[config.mk]
export PLATFORM = sky130hd
export DESIGN_NAME = parity_frame_arbiter
export DESIGN_NICKNAME = d
export VERILOG_FILES = /design/src/rtl/parity_frame_arbiter.sv
export SDC_FILE = /design/constraint.sdc
export NUM_CORES = 1
export LEC_CHECK = 0
export BUFFER_PORTS_ARGS = -buffer_cell sky130_fd_sc_hd__buf_2
export CORE_ASPECT_RATIO = 1.1
export CORE_UTILIZATION = 40
export CTS_CLUSTER_DIAMETER = 120
export DETAILED_ROUTE_END_ITERATION = 8
export GPL_TIMING_DRIVEN = 0
export SYNTH_ARGS = -nofsm -noshare
export SYNTH_HDL_FRONTEND = slang
export SYNTH_SLANG_ARGS = --single-unit
[constraint.sdc]
create_clock -name clk -period 2.27 [get_ports clk]
set_clock_uncertainty 0.05 [all_clocks]
set_input_delay 0.1135 -clock clk [delete_from_list [all_inputs] [get_ports clk]]
set_output_delay 0.1135 -clock clk [all_outputs]
set_load 0.03 [all_outputs]
[src/rtl/parity_frame_arbiter.sv]
// Round-robin share of one serial parity checker; result 5 cycles after grant, one frame per FRAME_W+4 cycles.
// req is ignored while busy (hold until gnt). Optional PARITY_SELFCHECK_EN adds sticky chk_err output.
module parity_frame_arbiter #(
  parameter int NREQ    = 4,
  parameter int FRAME_W = 3,
  parameter int IDW     = 2
) (
  input  logic                    clk,
  input  logic                    reset,
  input  logic [NREQ-1:0]         req,
  input  logic [NREQ*FRAME_W-1:0] data,
  output logic [NREQ-1:0]         gnt,
  output logic                    chk_reset,
  output logic                    chk_inp,
  input  logic                    chk_out,
  output logic                    res_valid,
  output logic                    res_pbit,
  output logic [IDW-1:0]          res_id,
  output logic                    busy
`ifdef PARITY_SELFCHECK_EN
  ,
  output logic                    chk_err
`endif
);

  localparam int CW = (FRAME_W > 1) ? $clog2(FRAME_W) : 1;

  typedef enum logic [2:0] {IDLE, SYNC, SHIFT, SAMPLE, DONE} state_t;

  state_t               state_q, state_d;
  logic [CW-1:0]        cnt_q;
  logic [CW-1:0]        cnt_nxt;
  logic [IDW-1:0]       rr_q;
  logic [IDW-1:0]       id_q;
  logic [FRAME_W-1:0]   frame_q;
  logic [NREQ-1:0]      gnt_q;
  logic                 chk_inp_q;
  logic                 res_pbit_q;
  logic [IDW-1:0]       res_id_q;
  logic                 any_req;
  logic [IDW-1:0]       win_id;
  logic [FRAME_W-1:0]   win_frame;
  logic                 last_bit;

  function automatic logic [IDW-1:0] rot_idx(input logic [IDW-1:0] base, input int off);
    int s;
    s = (int'(base) + off) % NREQ;
    return IDW'(s);
  endfunction

  // Scan downwards so the last hit written is the first in rr_q order.
  always_comb begin
    any_req = 1'b0;
    win_id  = '0;
    for (int i = NREQ - 1; i >= 0; i--) begin
      if (req[rot_idx(rr_q, i)]) begin
        any_req = 1'b1;
        win_id  = rot_idx(rr_q, i);
      end
    end
  end

  always_comb begin
    win_frame = '0;
    for (int j = 0; j < NREQ; j++) begin
      if (IDW'(j) == win_id) win_frame = data[j*FRAME_W +: FRAME_W];
    end
  end

  assign cnt_nxt  = cnt_q + 1'b1;
  assign last_bit = (cnt_q == CW'(FRAME_W - 1));

  always_ff @(posedge clk or posedge reset) begin
    if (reset) state_q <= IDLE;
    else       state_q <= state_d;
  end

  always_comb begin
    state_d = state_q;
    case (state_q)
      IDLE:    if (any_req) state_d = SYNC;
      SYNC:    state_d = SHIFT;
      SHIFT:   if (last_bit) state_d = SAMPLE;
      SAMPLE:  state_d = DONE;
      DONE:    state_d = IDLE;
      default: state_d = IDLE;
    endcase
  end

  always_comb begin
    busy      = (state_q != IDLE);
    res_valid = (state_q == DONE);
    chk_reset = reset | (state_q == SYNC);
  end

  always_ff @(posedge clk or posedge reset) begin
    if (reset) begin
      gnt_q      <= '0;
      rr_q       <= '0;
      id_q       <= '0;
      frame_q    <= '0;
      cnt_q      <= '0;
      chk_inp_q  <= 1'b0;
      res_pbit_q <= 1'b0;
      res_id_q   <= '0;
    end else begin
      gnt_q <= '0;
      case (state_q)
        IDLE: if (any_req) begin
          gnt_q   <= NREQ'(1) << win_id;
          frame_q <= win_frame;
          id_q    <= win_id;
          rr_q    <= (win_id == IDW'(NREQ - 1)) ? '0 : win_id + 1'b1;
        end
        SYNC: begin
          cnt_q     <= '0;
          chk_inp_q <= frame_q[0];
        end
        SHIFT: begin
          if (last_bit) begin
            chk_inp_q <= 1'b0;
          end else begin
            cnt_q     <= cnt_nxt;
            chk_inp_q <= frame_q[cnt_nxt];
          end
        end
        // Checker output has settled one cycle after the last shifted bit.
        SAMPLE: begin
          res_pbit_q <= chk_out;
          res_id_q   <= id_q;
        end
        default: ;
      endcase
    end
  end

`ifdef PARITY_SELFCHECK_EN
  logic chk_err_q;
  always_ff @(posedge clk or posedge reset) begin
    if (reset)                                       chk_err_q <= 1'b0;
    else if (state_q == DONE && chk_out != ~^frame_q) chk_err_q <= 1'b1;
  end
  assign chk_err = chk_err_q;
`endif

  assign gnt      = gnt_q;
  assign chk_inp  = chk_inp_q;
  assign res_pbit = res_pbit_q;
  assign res_id   = res_id_q;

endmodule
Word-level counts from Yosys, hierarchy flattened
Index checks and enable logic that the tools add are counted.

Bits in registers: 20. Logic and storage cells: 72. Bits of input ports: 19.

Reductions and logical operators: 7. $add $sub $neg: 5. Shifts and indexed selects: 1. Multiplexer cells: 32. Equal/unequal tests: 12. Magnitude comparators: 5. Bitwise logic cells: 1.

Operators by type and width (number): 3-bit 2-to-1 mux (6); 2-bit by 3-bit less-than comparator with 1-bit output, second input constant (5); 2-bit 2-to-1 mux (6); 3-bit case mux with 4 select lines (1); 1-bit binary-select mux with 2-bit select (5); 1-bit 2-to-1 mux (10); 4-bit 2-to-1 mux (2); 2-bit by 1-bit adder with 2-bit output, second input constant (3); 3-bit by 2-bit == test with 1-bit output, second input constant (2); 2-bit != test, second input constant (3); 2-bit AND reduction (3); 2-bit adder, second input constant (2); 2-bit == test, first input constant (2); 2-bit == test, second input constant (2); 2-bit case mux with 2 select lines (1); 1-bit by 2-bit left shift with 4-bit output, first input constant (1); 3-bit by 1-bit == test with 1-bit output, second input constant (1); 3-bit == test, second input constant (1); 3-bit zero test (1); 3-bit nonzero test (1); 1-bit by 2-bit == test with 1-bit output, first input constant (1); 2-bit zero test (1); 1-bit case mux with 2 select lines (1); 2-bit nonzero test (1); 1-bit OR (1).

Longest topological paths before layout
Gate-level depths: netlist of run 1.

Word-level depth: 12. Gate-level depth with buffers: 9.

Worst setup path before layout of run 1
Ideal clock, no wire load.

Path type: flip-flop to flip-flop. Start: register rr_q[0]. End: register frame_q[1]. Path slack: 0.237 ns. Buffers on the path: 0. Data arrival time: 1.905 ns. Setup time: 0.077 ns. Cell stages (with the launch flop): 9. Path through: dfrtp_1 o221a_2 o22ai_1 inv_1 ha_1 nor2b_1 a221oi_1 a211o_1 a21oi_1.

Longest elaborated chain between the ends: 12.

Ends and longest elaborated chain: start, declared (line 33) `logic [IDW-1:0] rr_q;`; start signal, assigned (line 113) `rr_q <= (win_id == IDW'(NREQ - 1)) ? '0 : win_id + 1'b1;`; 2-bit adder (line 47) `s = (int'(base) + off) % NREQ;`; 1-bit binary-select mux with 2-bit select (line 56) `if (req[rot_idx(rr_q, i)]) begin`; 1-bit 2-to-1 mux (implied by the code) (line 56); 2-bit 2-to-1 mux (3 in a row) (line 56); 2-bit 2-to-1 mux * (line 56); via win_id[0] (line 41) `logic [IDW-1:0] win_id;`; 2-bit zero test (line 66) `if (IDW'(j) == win_id) win_frame = data[j*FRAME_W +: FRAME_W];`; 3-bit 2-to-1 mux (3 in a row) (line 66); 3-bit 2-to-1 mux * (line 66); end signal, assigned (line 111) `frame_q <= win_frame;`; end, declared (line 35) `logic [FRAME_W-1:0] frame_q;`.

Mark *: on every way through the listed nets, which the timed path passes. The rest lies on a longest branch. The select of a mux whose other input is x is not followed. A chain may end at the register's enable or synchronous reset.

Final worst setup path of run 1
Ends and elaborated chain as after synthesis.

==> results of run 1 <==
tightest hold or removal path, stage by stage:
cell,delay (ns)
buf_2,0.07
a21oi_1,0.05
a21oi_1,0.12
synth_stat cells, types with 2 or more instances:
cell type / number
nor3_1: 2
nand2_1: 10
inv_1: 11
o22ai_1: 2
mux2_2: 4
nor2b_1: 3
a21oi_1: 12
a221oi_1: 3
ha_1: 5
nor2_1: 8
buf_6: 2
and2_1: 4
o21ai_1: 2
o21ai_0: 3
dfrtp_1: 20
a211o_1: 3
worst min path at each step:
stage	cells past startpoint	slack [ns]	end	from
6_report	3	0.07	frame_q[1]	data[10]
5_1_grt	3	0.09	frame_q[2]	data[11]
4_1_cts	3	0.05	frame_q[1]	data[10]
3_5_place_dp	2	0.25	state_q[2]	reset
3_3_place_gp	2	0.24	state_q[2]	reset
2_1_floorplan	1	0.04	chk_inp	reset
cell type report:
| type | count | share of cell area (%) |
|---|---|---|
| multi-input combinational | 76 | 39.7 |
| sequential | 20 | 37.3 |
| timing repair buffer | 31 | 12.3 |
| inverter | 11 | 3.08 |
| tap | 31 | 2.89 |
| clock buffer | 4 | 2.71 |
| buffer | 3 | 1.96 |
registers in the layout, indices dropped and copies added (netlist names):
register / flops
gnt: 4
rr_q: 2
res_id: 2
id_q: 2
state_q: 3
frame_q: 3
chk_inp: 1
res_pbit: 1
cnt_q: 2
per-stage QoR:
step	cell area (um^2)	hold slack [ns]	total power (uW)	util, %
after floorplan	1090	0.0356	1450	-
after global routing	1340	0.0870	2070	52.7
after global placement	1280	0.242	1670	50.2
after detailed placement	1280	0.249	1690	50.2
final	1340	0.0665	1890	52.7
after CTS	1340	0.0546	1910	52.6
logic make-up after synthesis:
logic type                 after synthesis
and+or+nand+nor                         36
adders and majority gates                5
DFF                                     20
AOI/OAI and AO/OA                       30
muxes                                    5
buffers and inverters                   14
repair_timing:
item / in CTS / in global routing
endpoints found under the hold margin: 21 / 0
gates cloned: 0 / 0
pin swaps: 0 / 0
endpoints found under the setup margin: 3 / 3
resized for setup: 1 / 1
hold buffers: 2 / 0
power by group through the flow:
stage / Sequential [uW] / Clock [uW] / Combinational, uW
CTS: 622 / 209 / 1080
finish: 622 / 199 / 1070
detailed placement: 630 / 0 / 1060
global placement: 620 / 0 / 1050
global route: 645 / 225 / 1200
floorplan: 717 / 0 / 733
routing by layer:
layer / wire length, um / vias up / GRT usage (%)
li1: - / 450 / -
met1: 984 / 397 / 21.1
met2: 1010 / 17 / 26.7
met3: 51 / 2 / 1.63
met4: 19 / 0 / 6.95
met5: 0 / - / 0
layout by cell type, fill, tap and decap left out, types with 2 or more instances in the layout:
cell / netlist / layout
buf_2: 0 / 29
dfrtp_1: 20 / 20
a21oi_1: 12 / 12
inv_1: 11 / 11
nand2_1: 10 / 10
nor2_1: 8 / 8
ha_1: 5 / 5
mux2_2: 4 / 4
and2_1: 4 / 4
a221oi_1: 3 / 3
a211o_1: 3 / 3
o21ai_0: 3 / 3
clkbuf_4: 0 / 3
buf_6: 2 / 2
nor2b_1: 3 / 2
o21ai_1: 2 / 2
nor3_1: 2 / 2
dlygate4sd3_1: 0 / 2
==> impl_results.rst, run 1 <==
.. list-table::
   :header-rows: 1

   * - Metric
     - Value
   * - Result of the run
     - finished clean
   * - Critical R2R Capture
     - frame_q[1]
   * - Clock transition at the registers of the reported paths
     - about 0.11 ns
   * - Endpoint of the most critical setup path
     - frame_q[1]
   * - Iteration count of the initial detailed-routing pass
     - 3
   * - Maximum root-to-sink buffer count
     - 2
   * - Layout Cells excl Fill
     - between 150 and 200
   * - Count of cell instances traversed by the critical path
     - 8
   * - Initial standard-cell utilization of the core
     - 42.9%
   * - Area leader, netlist
     - dfrtp_1
   * - Fin worst setup slack
     - roughly 0.15 ns
   * - Adder-Cell Fraction of Synth Area
     - between 5 and 6%
   * - Multi-input gate area
     - roughly 530 um^2
   * - Netlist area before placement
     - ~1100 um^2
   * - Antenna diode count
     - 0
   * - Floorplan die width
     - 51.8 um
   * - Fraction of the mapped netlist area in compound gates
     - about a fifth
   * - Area of all sequential standard cells
     - roughly 500 um^2
   * - Most used flip-flop cell after synthesis
     - dfrtp_1
   * - Final clock period utilization by the worst path
     - between 90% and 100%
   * - Distinct cell type count of the synthesized netlist
     - 32
   * - Number of nets in the synthesized netlist
     - between 100 and 150
   * - Internal Dissipation
     - about 1100 uW
   * - Data arrival time of the critical path
     - 2.29 ns
   * - CTS Buf Count
     - 3
   * - Die area
     - roughly 3000 um^2
   * - Unrepaired setup endpoints after global routing
     - no
   * - Tightest Pin Transition
     - around 0.77 ns
   * - Top cells by area, synth
     - dfrtp_1 (46%), ha_1 (5.7%), a21oi_1 (5.5%)
   * - Share of total power in sequential cells
     - 32.9%
   * - Number of setup violations in the final report
     - 0
   * - Startpoint of the most critical setup path
     - rr_q[0]
   * - Fin Setup TNS
     - 0 ns
   * - Final count of pins violating max slew
     - 0
   * - Leakage power figure
     - roughly 0.00069 uW
   * - Top Family by Delay on Critical Path
     - compound AO/OA/AOI/OAI gates
   * - Startpoint type of the worst setup path
     - register
   * - Switching power total
     - between 800 and 900 uW
   * - Maximum number of pins on one net before global-route repair
     - 22
   * - Synthesis warning total
     - 0
   * - Highest cell delay on the worst timing path
     - around 0.43 ns
   * - Share of total power in combinational logic
     - 56.5%
   * - Detailed-route via count
     - about 870
   * - Final WL
     - 2070 um
   * - Register-to-Register Path Depth
     - 8
   * - Slew margin rel.
     - just under 50%
   * - Wire length of the first global-routing pass
     - approximately 3600 um
   * - H-tree depth
     - 1
   * - Global-route congestion overflow total
     - 0
   * - Number of antenna violations at the first check in global routing
     - 0
   * - Proportion of synthesized area in mux cells
     - between 5 and 6%
   * - Placed Instances
     - 170
   * - Overall track demand over capacity in global routing
     - 16.2%
   * - Post-synthesis average cell area
     - a little under 10 um^2
   * - Placeable core region
     - roughly 2500 um^2
   * - Root cell of the clock tree
     - clkbuf_4
   * - Clock tree from TritonCTS
     - yes
   * - Buffers inserted by post-CTS timing repair
     - 0
   * - Combinational family with the most area after synthesis
     - compound AO/OA/AOI/OAI gates
   * - Worst flop-to-flop path startpoint
     - rr_q[0]
   * - Clock power frac
     - 10.5%
   * - Clock latency of the later-clocked register in the worst-skew pair
     - around 0.29 ns
   * - Wire per inst
     - 11.7 um
   * - Via density per instance
     - 4.92
   * - DP Worst Slack
     - -0.0391 ns
   * - Highest fanout seen on the critical path
     - 5
   * - Number of synthesized flops with an enable pin
     - 0
   * - CTS sink cnt
     - 20
   * - Slowest-stage cell, CP
     - dfrtp_1
   * - PwrDens
     - 1410 nW/um^2
   * - Die span in y
     - 56.8 um
   * - Worst IR drop on VDD
     - about 0.0006 V
   * - Number of nets in the layout
     - 170
   * - Synthesized instance count
     - 110
   * - Quantity of I/O buffers inserted on ports
     - 29
   * - Number of maximum-capacitance constraint violations
     - 0
   * - Post-layout min period
     - approximately 2.1 ns
   * - Area share of the largest cell type after synthesis
     - between 40% and 50%
   * - Basic-gate share of the synthesized area counting and, or, nand and nor cells
     - between 10% and 20%
   * - CP Cell Sequence
     - o221a_2 -> o22ai_2 -> inv_1 -> ha_1 -> nor2b_2 -> a221oi_1 -> a211o_1 -> a21oi_1
   * - Cell Rows
     - 19
   * - Final hold violation count
     - 0
   * - Minimum setup slack among reg-to-reg paths
     - 0.15 ns
   * - Antenna-violating nets left
     - 0
   * - Routability-driven placement congestion ratio
     - 0.747
   * - Share of total power consumed by net switching
     - approximately 43%
   * - Start-to-end type of the worst setup path
     - register to register
   * - Class of the tightest hold or removal check
     - primary input to register
   * - Fraction of final layout cells sized beyond drive strength 1
     - roughly 32%
   * - Via count of the first global-routing pass
     - between 800 and 900
   * - Share of flip-flops with an asynchronous set or reset after synthesis
     - between 90% and 100%
   * - Layout filler cell count
     - 246
   * - Critical path buffers and inverters
     - 1
   * - Seq/Total Area, Yosys
     - a little under half
   * - DRC violation total after the first TritonRoute iteration
     - 13
   * - Top-level port count
     - 30
   * - Area added between synthesis and finish
     - 22.8%
   * - Post-route DRC violation count
     - 0
   * - FMAX
     - around 470 MHz
   * - Share of the synthesized netlist area taken by xor and xnor gates
     - 0%
   * - Estimated wirelength of the detail-placed design
     - between 1500 and 2000 um
   * - Critical path capture point type
     - register
   * - Crit path required time
     - approximately 2.4 ns
   * - Post-synthesis register bit count
     - 20
Power figures use the tool's default switching activity.
==> run 2: changes to the inputs <==
Settings changed: CORE_UTILIZATION 40 to 50, PLACE_DENSITY set to 0.77.
==> run 2 against run 1 <==
Non-clock buffer count did not move. Highest routed layer unchanged. Global-route usage increased by 4.3 points. Power up 1.5%. Critical endpoint is now frame_q[2]. Clock power about the same.
==> impl_results.rst, run 2 (synthesized netlist as in run 1, its figures left out) <==
.. list-table::
   :header-rows: 1

   * - Metric
     - Value
   * - Result of the run
     - finished clean
   * - Die area
     - 2380 um^2 (-19%)
   * - Number of maximum-capacitance constraint violations
     - 0 (unchanged)
   * - Start-to-end type of the worst setup path
     - register to register
   * - Final WL
     - 2210 um (+7.0%)
   * - Startpoint type of the worst setup path
     - register
   * - Data arrival time of the critical path
     - 2.33 ns (+0.04 ns)
   * - Startpoint of the most critical setup path
     - rr_q[0]
   * - Detailed-route via count
     - 902 (+4.2%)
   * - DRC violation total after the first TritonRoute iteration
     - 9 (-4)
   * - FMAX
     - 463 MHz (-1.8%)
   * - Clock transition at the registers of the reported paths
     - 0.11 ns (about the same)
   * - Floorplan die width
     - 46.6 um (-10%)
   * - CTS Buf Count
     - 3 (unchanged)
   * - Global-route congestion overflow total
     - 0 (unchanged)
   * - Overall track demand over capacity in global routing
     - 20.6% (+4.3 points)
   * - Maximum number of pins on one net before global-route repair
     - 22 (unchanged)
   * - Wire length on met2
     - 1230 um (+22%)
   * - Area added between synthesis and finish
     - 23.1%
   * - Cells on Worst Hold Path
     - 3 (unchanged)
   * - Leakage power figure
     - 0.000686 uW (-0.18%)
   * - Number of nets in the layout
     - 170 (unchanged)
   * - Tightest Pin Transition
     - 0.754 ns (-0.0199 ns)
   * - Post-layout min period
     - 2.16 ns (+0.0393 ns)
   * - Class of the tightest hold or removal check
     - primary input to register
   * - Buffers inserted by post-CTS timing repair
     - 0 (unchanged)
   * - Initial standard-cell utilization of the core
     - 53.5% (+11 points)
   * - Fraction of final layout cells sized beyond drive strength 1
     - 32.4% (unchanged)
   * - Final clock period utilization by the worst path
     - 95.2% (+1.7 points)
   * - PwrDens
     - 1430 nW/um^2 (+1.3%)
   * - Antenna-violating nets left
     - 0 (unchanged)
   * - Slew margin rel.
     - 49.7% (+1.3 points)
   * - Total power of the final layout
     - 1920 uW (+1.5%)
   * - Estimated wirelength of the detail-placed design
     - 1750 um (+8.7%)
   * - Max FFs per register
     - 4 (unchanged)
   * - Number of setup violations in the final report
     - 0 (unchanged)
   * - Wl on met1
     - 912 um (-7.3%)
   * - Quantity of I/O buffers inserted on ports
     - 29 (unchanged)
   * - Worst IR drop on VDD
     - 0.000665 V (+11%)
   * - Top-level port count
     - 30 (unchanged)
   * - Clock tree from TritonCTS
     - yes
   * - Critical path capture point type
     - register
   * - Wire length of the first global-routing pass
     - 3530 um (-0.59%)
   * - Highest-count cells in the layout ignoring fill and taps
     - buf_2 (29), dfrtp_1 (20), a21oi_1 (12)
   * - Most frequent standard cell in the layout excluding fill and tap cells
     - buf_2
   * - Routability-driven placement congestion ratio
     - 0.778 (+4.1%)
   * - Register-to-Register Path Depth
     - 8 (unchanged)
   * - Wire per inst
     - 12.8 um (+8.8%)
   * - Iteration count of the initial detailed-routing pass
     - 3 (unchanged)
   * - Highest fanout seen on the critical path
     - 5 (unchanged)
   * - Post-route DRC violation count
     - 0 (unchanged)
   * - Final count of pins violating max slew
     - 0 (unchanged)
   * - Via density per instance
     - 5.21 (+6.0%)
   * - Root cell of the clock tree
     - clkbuf_4
   * - Maximum root-to-sink buffer count
     - 2 (unchanged)
   * - Antenna diode count
     - 0 (unchanged)
   * - Number of antenna violations at the first check in global routing
     - 0 (unchanged)
   * - Placement Cell Area
     - 1270 um^2 (-0.29%)
   * - Cell Rows
     - 17 (-2)
   * - CTS sink cnt
     - 20 (unchanged)
   * - Crit path required time
     - 2.44 ns (about the same)
   * - Final design area excluding fillers
     - 1350 um^2 (+0.28%)
   * - Startpoint of the most critical hold path
     - data[11]
   * - Clock latency of the later-clocked register in the worst-skew pair
     - 0.29 ns (about the same)
   * - Highest routed metal layer
     - met4
   * - H-tree depth
     - 1 (unchanged)
   * - Placeable core region
     - 2040 um^2 (-20%)
   * - Length of routed met3 wiring
     - 37 um (-27%)
   * - Final hold violation count
     - 0 (unchanged)
   * - Via count of the first global-routing pass
     - 889 (+8.8%)
   * - Worst flop-to-flop path startpoint
     - rr_q[0]
   * - Die span in y
     - 51.0 um (-10%)
   * - Unrepaired setup endpoints after global routing
     - no
-- run 2: cell count changes in the layout (fill, tap and decap cells not counted) --
cell,previous run,this run
o22ai_2,1,0
o22ai_4,0,1
-- run 2: metrics by stage --
| step | instances | hold WS, ns | util (%) | setup TNS (ns) | setup slack (ns) |
|---|---|---|---|---|---|
| finish | 173 | 0.0638 | 65.9 | 0 | 0.110 |
| global route | 173 | 0.0651 | 65.9 | 0 | 0.00287 |
| CTS | 173 | 0.0533 | 65.4 | 0 | 0.00653 |
| detailed placement | 167 | 0.238 | 62.3 | -0.304 | -0.114 |
| global placement | 167 | 0.230 | 62.3 | 0 | 0.0398 |
| floorplan | 110 | 0.0356 | - | 0 | 0.237 |
-- run 2: worst paths after layout --
kind | end | slack (ns)
worst max-delay path | frame_q[2] | 0.11
worst min-delay path | frame_q[2] | 0.06
worst max register to register | frame_q[2] | 0.11
worst min register to register | id_q[1] | 0.46
max in group asynchronous | cnt_q[1] | 1.26
min in group asynchronous | state_q[2] | 0.44
-- run 2: worst max-delay path: stages (launching register included) --
cell and delay (ns):
dfrtp_1 0.43, o221a_2 0.33, o22ai_4 0.19, inv_1 0.10
ha_1 0.28, nor2b_2 0.20, a221oi_1 0.10, a211o_1 0.30
a21oi_1 0.12
-- run 2: layer usage --
metal,up-vias,global-route usage (%)
met5,-,0
met4,0,7.35
met3,2,2.12
met2,13,37.7
met1,433,23.3
li1,454,-
-- run 2: area by class of cell --
class	instances	area, um^2
fillers	192	697
inverters	11	41.3
well taps	28	35.0
flip-flops and latches	20	500
repair buffers	31	165
plain buffers	3	26.3
multi-input cells	76	541
clock buffers	4	36.3
-- run 2: repair_timing --
action | in CTS | in global routing
pin swaps | 0 | 0
resized for setup | 1 | 2
hold buffers | 2 | 0
endpoints found under the setup margin | 3 | 3
hold endpoints to repair | 21 | 0
-- run 2: where the power goes --
| group | leakage, uW | switching, uW | internal [uW] |
|---|---|---|---|
| Combinational | 0.000415 | 630 | 464 |
| Clock | 0.0000210 | 102 | 97.6 |
| Sequential | 0.000250 | 111 | 514 |
| Total | 0.000686 | 842 | 1080 |
